===== config.mk =====
export PLATFORM = sky130hd
export DESIGN_NAME = revelador_casillas
export DESIGN_NICKNAME = d
export VERILOG_FILES = /design/src/rtl/revelador_casillas.sv
export SDC_FILE = /design/constraint.sdc
export NUM_CORES = 1
export LEC_CHECK = 0
export BUFFER_PORTS_ARGS = -buffer_cell sky130_fd_sc_hd__buf_2
export CAP_MARGIN = 20
export CORE_AREA = 2 2 270 272
export CTS_CLUSTER_SIZE = 10
export DETAILED_ROUTE_END_ITERATION = 12
export DIE_AREA = 0 0 272 274
export SYNTH_ARGS = -nofsm -noshare
export SYNTH_HDL_FRONTEND = slang
export SYNTH_SLANG_ARGS = --single-unit

===== constraint.sdc =====
create_clock -name clk -period 9.6 [get_ports clk]
set_input_delay 0.48 -clock clk [delete_from_list [all_inputs] [get_ports clk]]
set_output_delay 0.48 -clock clk [all_outputs]
set_load 0.01 [all_outputs]

===== src/rtl/revelador_casillas.sv =====
// Player-side reveal engine for the 8x8 Buscaminas board: handles reveal/flag commands,
// flood-fills zero-adjacency regions through a 64-entry FIFO and tracks game status.
module revelador_casillas (
   input  logic        clk,
   input  logic        rst,
   input  logic        cmd_valid,
   output logic        cmd_ready,
   input  logic        cmd_op,
   input  logic [2:0]  cmd_fila,
   input  logic [2:0]  cmd_col,
   input  logic [5:0]  cantidad_bombas,
   output logic        rd_en,
   output logic [5:0]  rd_addr,
   input  logic [8:0]  rd_data,
   output logic [63:0] revelada,
   output logic [63:0] bandera,
   output logic [6:0]  num_reveladas,
   output logic [6:0]  num_banderas,
   output logic [1:0]  estado_juego,
   output logic        done
);

   typedef enum logic [2:0] {S_IDLE, S_POP, S_ESPERA, S_VECINOS, S_FIN} state_t;
   typedef enum logic [1:0] {JUGANDO = 2'd0, GANADO = 2'd1, PERDIDO = 2'd2} estado_t;

   state_t      state_q, state_d;
   estado_t     estado_q, estado_d;
   logic [63:0] revelada_q, revelada_d;
   logic [63:0] bandera_q, bandera_d;
   logic [63:0] pendiente_q, pendiente_d;
   logic [6:0]  num_rev_q, num_rev_d;
   logic [6:0]  num_ban_q, num_ban_d;
   logic [5:0]  cell_q, cell_d;
   logic [2:0]  nb_q, nb_d;

   logic [5:0]  fifo_mem [64];
   logic [5:0]  wr_ptr_q, rd_ptr_q;
   logic [6:0]  cnt_q;
   logic        push, pop, flush;
   logic [5:0]  push_idx;
   logic [5:0]  fifo_head;

   logic [3:0]  nb_dr, nb_dc, nb_fila, nb_col;
   logic        nb_ok;
   logic [5:0]  nb_idx;
   logic [5:0]  cmd_idx;
   logic [3:0]  unused_rd_bits;

   assign unused_rd_bits = rd_data[7:4];
   assign fifo_head      = fifo_mem[rd_ptr_q];
   assign cmd_idx        = {cmd_fila, cmd_col};

   assign cmd_ready     = (state_q == S_IDLE);
   assign rd_en         = (state_q == S_POP);
   assign rd_addr       = (state_q == S_POP) ? fifo_head : 6'd0;
   assign done          = (state_q == S_FIN);
   assign revelada      = revelada_q;
   assign bandera       = bandera_q;
   assign num_reveladas = num_rev_q;
   assign num_banderas  = num_ban_q;
   assign estado_juego  = estado_q;

   // Neighbour offsets in fixed scan order; a row/col of -1 or 8 sets bit 3 and marks out of bounds.
   always_comb begin
      nb_dr = 4'd0;
      nb_dc = 4'd0;
      case (nb_q)
         3'd0: begin nb_dr = 4'hF; nb_dc = 4'hF; end
         3'd1: begin nb_dr = 4'hF; nb_dc = 4'h0; end
         3'd2: begin nb_dr = 4'hF; nb_dc = 4'h1; end
         3'd3: begin nb_dr = 4'h0; nb_dc = 4'hF; end
         3'd4: begin nb_dr = 4'h0; nb_dc = 4'h1; end
         3'd5: begin nb_dr = 4'h1; nb_dc = 4'hF; end
         3'd6: begin nb_dr = 4'h1; nb_dc = 4'h0; end
         default: begin nb_dr = 4'h1; nb_dc = 4'h1; end
      endcase
      nb_fila = {1'b0, cell_q[5:3]} + nb_dr;
      nb_col  = {1'b0, cell_q[2:0]} + nb_dc;
      nb_ok   = !nb_fila[3] && !nb_col[3];
      nb_idx  = {nb_fila[2:0], nb_col[2:0]};
   end

   always_comb begin
      // NOTE: every always_comb output gets a default first so no path can infer a latch.
      state_d     = state_q;
      estado_d    = estado_q;
      revelada_d  = revelada_q;
      bandera_d   = bandera_q;
      pendiente_d = pendiente_q;
      num_rev_d   = num_rev_q;
      num_ban_d   = num_ban_q;
      cell_d      = cell_q;
      nb_d        = nb_q;
      push        = 1'b0;
      push_idx    = 6'd0;
      pop         = 1'b0;
      flush       = 1'b0;

      case (state_q)
         S_IDLE: begin
            if (cmd_valid) begin
               state_d = S_FIN;
               if (estado_q == JUGANDO) begin
                  if (cmd_op) begin
                     if (!revelada_q[cmd_idx]) begin
                        bandera_d[cmd_idx] = !bandera_q[cmd_idx];
                        num_ban_d = bandera_q[cmd_idx] ? num_ban_q - 7'd1 : num_ban_q + 7'd1;
                     end
                  end else if (!bandera_q[cmd_idx] && !revelada_q[cmd_idx]) begin
                     push                 = 1'b1;
                     push_idx             = cmd_idx;
                     pendiente_d[cmd_idx] = 1'b1;
                     state_d              = S_POP;
                  end
               end
            end
         end
         S_POP: begin
            pop     = 1'b1;
            cell_d  = fifo_head;
            state_d = S_ESPERA;
         end
         S_ESPERA: begin
            revelada_d[cell_q]  = 1'b1;
            pendiente_d[cell_q] = 1'b0;
            num_rev_d           = num_rev_q + 7'd1;
            if (rd_data[8]) begin
               estado_d    = PERDIDO;
               flush       = 1'b1;
               pendiente_d = '0;
               state_d     = S_FIN;
            end else if (rd_data[3:0] == 4'd0) begin
               nb_d    = 3'd0;
               state_d = S_VECINOS;
            end else begin
               state_d = (cnt_q != 7'd0) ? S_POP : S_FIN;
            end
         end
         S_VECINOS: begin
            if (nb_ok && !revelada_q[nb_idx] && !bandera_q[nb_idx] && !pendiente_q[nb_idx]) begin
               push                = 1'b1;
               push_idx            = nb_idx;
               pendiente_d[nb_idx] = 1'b1;
            end
            nb_d = nb_q + 3'd1;
            if (nb_q == 3'd7) begin
               state_d = ((cnt_q != 7'd0) || push) ? S_POP : S_FIN;
            end
         end
         S_FIN: begin
            state_d = S_IDLE;
         end
         default: begin
            state_d = S_IDLE;
         end
      endcase

      // Win is resolved on entry to FIN so estado_juego is already final while done is high.
      if ((state_d == S_FIN) && (estado_d == JUGANDO) &&
          (num_rev_d == (7'd64 - {1'b0, cantidad_bombas}))) begin
         estado_d = GANADO;
      end
   end

   always_ff @(posedge clk or posedge rst) begin
      if (rst) begin
         state_q     <= S_IDLE;
         estado_q    <= JUGANDO;
         revelada_q  <= '0;
         bandera_q   <= '0;
         pendiente_q <= '0;
         num_rev_q   <= '0;
         num_ban_q   <= '0;
         cell_q      <= '0;
         nb_q        <= '0;
         wr_ptr_q    <= '0;
         rd_ptr_q    <= '0;
         cnt_q       <= '0;
      end else begin
         state_q     <= state_d;
         estado_q    <= estado_d;
         revelada_q  <= revelada_d;
         bandera_q   <= bandera_d;
         pendiente_q <= pendiente_d;
         num_rev_q   <= num_rev_d;
         num_ban_q   <= num_ban_d;
         cell_q      <= cell_d;
         nb_q        <= nb_d;
         if (flush) begin
            wr_ptr_q <= '0;
            rd_ptr_q <= '0;
            cnt_q    <= '0;
         end else begin
            if (push) wr_ptr_q <= wr_ptr_q + 6'd1;
            if (pop)  rd_ptr_q <= rd_ptr_q + 6'd1;
            if (push && !pop)      cnt_q <= cnt_q + 7'd1;
            else if (pop && !push) cnt_q <= cnt_q - 7'd1;
         end
      end
   end

   // NOTE: FIFO storage is not reset; the pointers and count define emptiness, so stale words are never read.
   always_ff @(posedge clk) begin
      if (push) fifo_mem[wr_ptr_q] <= push_idx;
   end

endmodule


==> impl_metrics.tcl <==
set metrics [dict create \
    status "completed" \
    worstPathCellList "inv_1, ha_1, and2_1, a211oi_1, nand2_1, ha_4, fa_1, xnor2_2, buf_4, mux4_2, o22ai_1, a311o_1, nor4b_1, nand4_1, o21ba_1, inv_2, nand4b_1, nor2_1" \
    initial_core_util_pct 40.3 \
    route.met3.wl_mm 8.38 \
    rrSetupSlack_ns 1.78 \
    max_stage_delay_ns 0.86 \
    tns_ns 0 \
    tightestPinTransition_ns 1.14 \
    cts-root-buf "clkbuf_16" \
    cp_slowest_cell "xnor2_2" \
    hold_path_class "input pin to async pin" \
    grt_pass1_wl_mm 132 \
    ios 178 \
    critical_path_required_ns 9.86 \
    ys_seq_area_share_pct 60.4 \
    post_synth.cell_area_avg_um2 13.9 \
    maxSlewViolCount 0 \
    drt_iter0_drc 2388 \
    critical-path-top-delay-family "simple AND/OR/NAND/NOR gates" \
    grt_pass1_vias 19700 \
    routed_wl_mm 89.6 \
    syn_to_final_growth_pct 14.2 \
    die_h_um 274 \
    antenna_found_initial 3 \
    fmax_mhz 128 \
    top_layer "met5" \
    met1_length_mm 37.3 \
    ff2ff_path_depth 18 \
    worstPathArrival_ns 8.08 \
    cts_max_path_buffers 3 \
    max_slew_margin_pct 23.8 \
    synth_nets 2138 \
    crit_type "flip-flop to flip-flop" \
    start_kind "flip-flop" \
    syn_inst 2082 \
    post-route-period-util_pct 81.5 \
    clkTransAtPathRegs_ns 0.05 \
    syn-cell-area_mm2 0.0290 \
    wl_met2_mm 40.7 \
    cts_hold_buf 0 \
    drtPass1Iterations 6 \
    fin_nets 2288 \
    wire_per_inst_um 27.7 \
    cts.repair.resized 0 \
    synth_edf_count 384 \
    cp-end-kind "flip-flop" \
    hpwl_mm 58.8 \
    grt.overflow.total 0 \
    vias 20000 \
    cts_tree "done" \
    die_x_um 272 \
    detail_route.drc_violations 0 \
    clk_latency_ns 0.63 \
    ant_nets 0 \
    min_period_ns 7.82 \
    r2r_start "nb_q[1]$_DFFE_PP0P_" \
    grt_max_degree 120 \
    final_common_cell "edfxtp_1" \
    rsz0062_at_grt "no" \
    power.total_mw 10.3 \
    htreeDepth 3 \
    post-cts-setup-buffers 0 \
    synth_top_flop_cell "edfxtp_1" \
    cp_max_fo 20 \
    cts_inserted_buffers 74 \
    synth_cell_types 75 \
    grt_use_total_pct 23.8 \
    setup_viol 0 \
    fin_skew_ns 0.0322 \
    rows 99 \
    core_region_area_mm2 0.0720 \
    die_area_mm2 0.0745 \
    cp_num_buf_inv 3 \
    finalWeightedCongestion 0.966 \
    synth_warnings 0 \
    fillers 6218 \
    p_per_area_mw_per_mm2 312 \
    rr_endpoint "fifo_mem[38][1]$_DFFE_PP_" \
    cts_sinks 623 \
    async_reset_ff_share_pct 38.4 \
    drive_gt1_share_pct 25.8 \
    io_buffers 173 \
    hold_violations 0 \
    ys_seq_elements 623 \
    layout_common_cells "edfxtp_1, dfrtp_1, buf_2" \
    ir_worst_vdd_mv 0.252 \
    viasPerCell 6.18 \
    drv_cap 0 \
    leakage_nw 12.9 \
]
==> flip-flops by register name, indices dropped and copies added (netlist names), 7 cells and up <==
name,cells
num_banderas,7
pendiente_q,64
num_reveladas,7
fifo_mem,384
cnt_q,7
revelada,64
bandera,64
==> through the flow <==
stage | area, um^2 | setup slack (ns) | cells | utilization [%] | hold slack (ns)
floorplan | 29000 | 2.56 | 2082 | - | 0.449
global placement | 30900 | 2.15 | 3113 | 42.9 | 0.458
detailed placement | 30900 | 2.06 | 3113 | 42.9 | 0.471
CTS | 33100 | 1.99 | 3230 | 46.0 | 0.0703
global route | 33100 | 1.51 | 3232 | 46.0 | 0.0882
finish | 33100 | 1.78 | 3233 | 46.0 | 0.00377
==> worst max path at each step <==
stage                        start                   endpoint  slack, ns  cells past startpoint
6_report       nb_q[1]$_DFFE_PP0P_  fifo_mem[38][1]$_DFFE_PP_       1.78                     18
5_1_grt        nb_q[1]$_DFFE_PP0P_  fifo_mem[38][1]$_DFFE_PP_       1.51                     18
4_1_cts        nb_q[1]$_DFFE_PP0P_  fifo_mem[46][4]$_DFFE_PP_       1.99                     18
3_5_place_dp   nb_q[0]$_DFFE_PP0P_  fifo_mem[46][4]$_DFFE_PP_       2.06                     17
3_3_place_gp   nb_q[1]$_DFFE_PP0P_  fifo_mem[46][4]$_DFFE_PP_       2.15                     18
2_1_floorplan                  rst     bandera[0]$_DFFE_PP0P_       2.56                      1
==> synthesized netlist by cell type (all sizes together), types with 7 or more instances <==
cell type / n / area (um^2)
and2: 17 / 106
nor2b: 12 / 75.1
mux2: 93 / 1050
nand2: 157 / 589
mux2i: 49 / 490
nor3: 64 / 320
buf: 46 / 236
dfrtp: 239 / 5980
nor2: 162 / 626
a211oi: 23 / 173
nand3b: 11 / 82.6
clkbuf: 99 / 372
a21o: 57 / 428
nand4: 7 / 43.8
nand3: 39 / 195
o211ai: 16 / 120
inv: 24 / 90.1
ha: 27 / 338
o21ai: 69 / 345
and3: 8 / 50.1
a22oi: 43 / 323
edfxtp: 384 / 11500
nand2b: 11 / 68.8
xor2: 16 / 148
a22o: 8 / 70.1
xnor2: 19 / 174
o22a: 10 / 87.6
mux4: 139 / 3130
or2: 13 / 81.3
o21bai: 12 / 90.1
a21oi: 60 / 300
a221oi: 66 / 578
==> cells by family (layout without fill, tap and decap cells) <==
group	count (synthesis)	after routing	synth area share (%)
AND/OR/NAND/NOR	534	534	8.64
XOR/XNOR	35	35	1.11
buffers and inverters	169	360	2.41
other	0	1	0
AO/OA/AOI/OAI	409	409	9.97
multiplexers	281	281	16.1
adder cells (fa/ha/maj)	31	31	1.44
flip-flops	623	623	60.4
==> power by group <==
group	total [mW]	internal [mW]	leakage, nW	switching (mW)
Combinational	4.25	1.69	5.11	2.56
Sequential	3.49	3.09	6.78	0.408
Clock	2.60	1.48	1.05	1.12
==> per-layer routing <==
| metal | GRT usage, % | vias to the layer above |
|---|---|---|
| li1 | - | 8396 |
| met1 | 33.6 | 10200 |
| met2 | 36.1 | 1158 |
| met3 | 5.11 | 216 |
| met4 | 9.02 | 6 |
| met5 | 0 | - |
==> final cells by class <==
| class | count | area (um^2) | share of cell area, % |
|---|---|---|---|
| clock buffers | 107 | 2000 | 6.02 |
| flip-flops and latches | 623 | 17500 | 52.9 |
| inverters | 24 | 97.6 | 0.295 |
| well taps | 959 | 1200 | 3.62 |
| clock inverters | 10 | 201 | 0.608 |
| repair buffers | 219 | 1220 | 3.69 |
| diodes | 1 | 2.50 | 0.00755 |
| multi-input cells | 1290 | 10900 | 32.9 |
(Power assumes the default switching activity.)
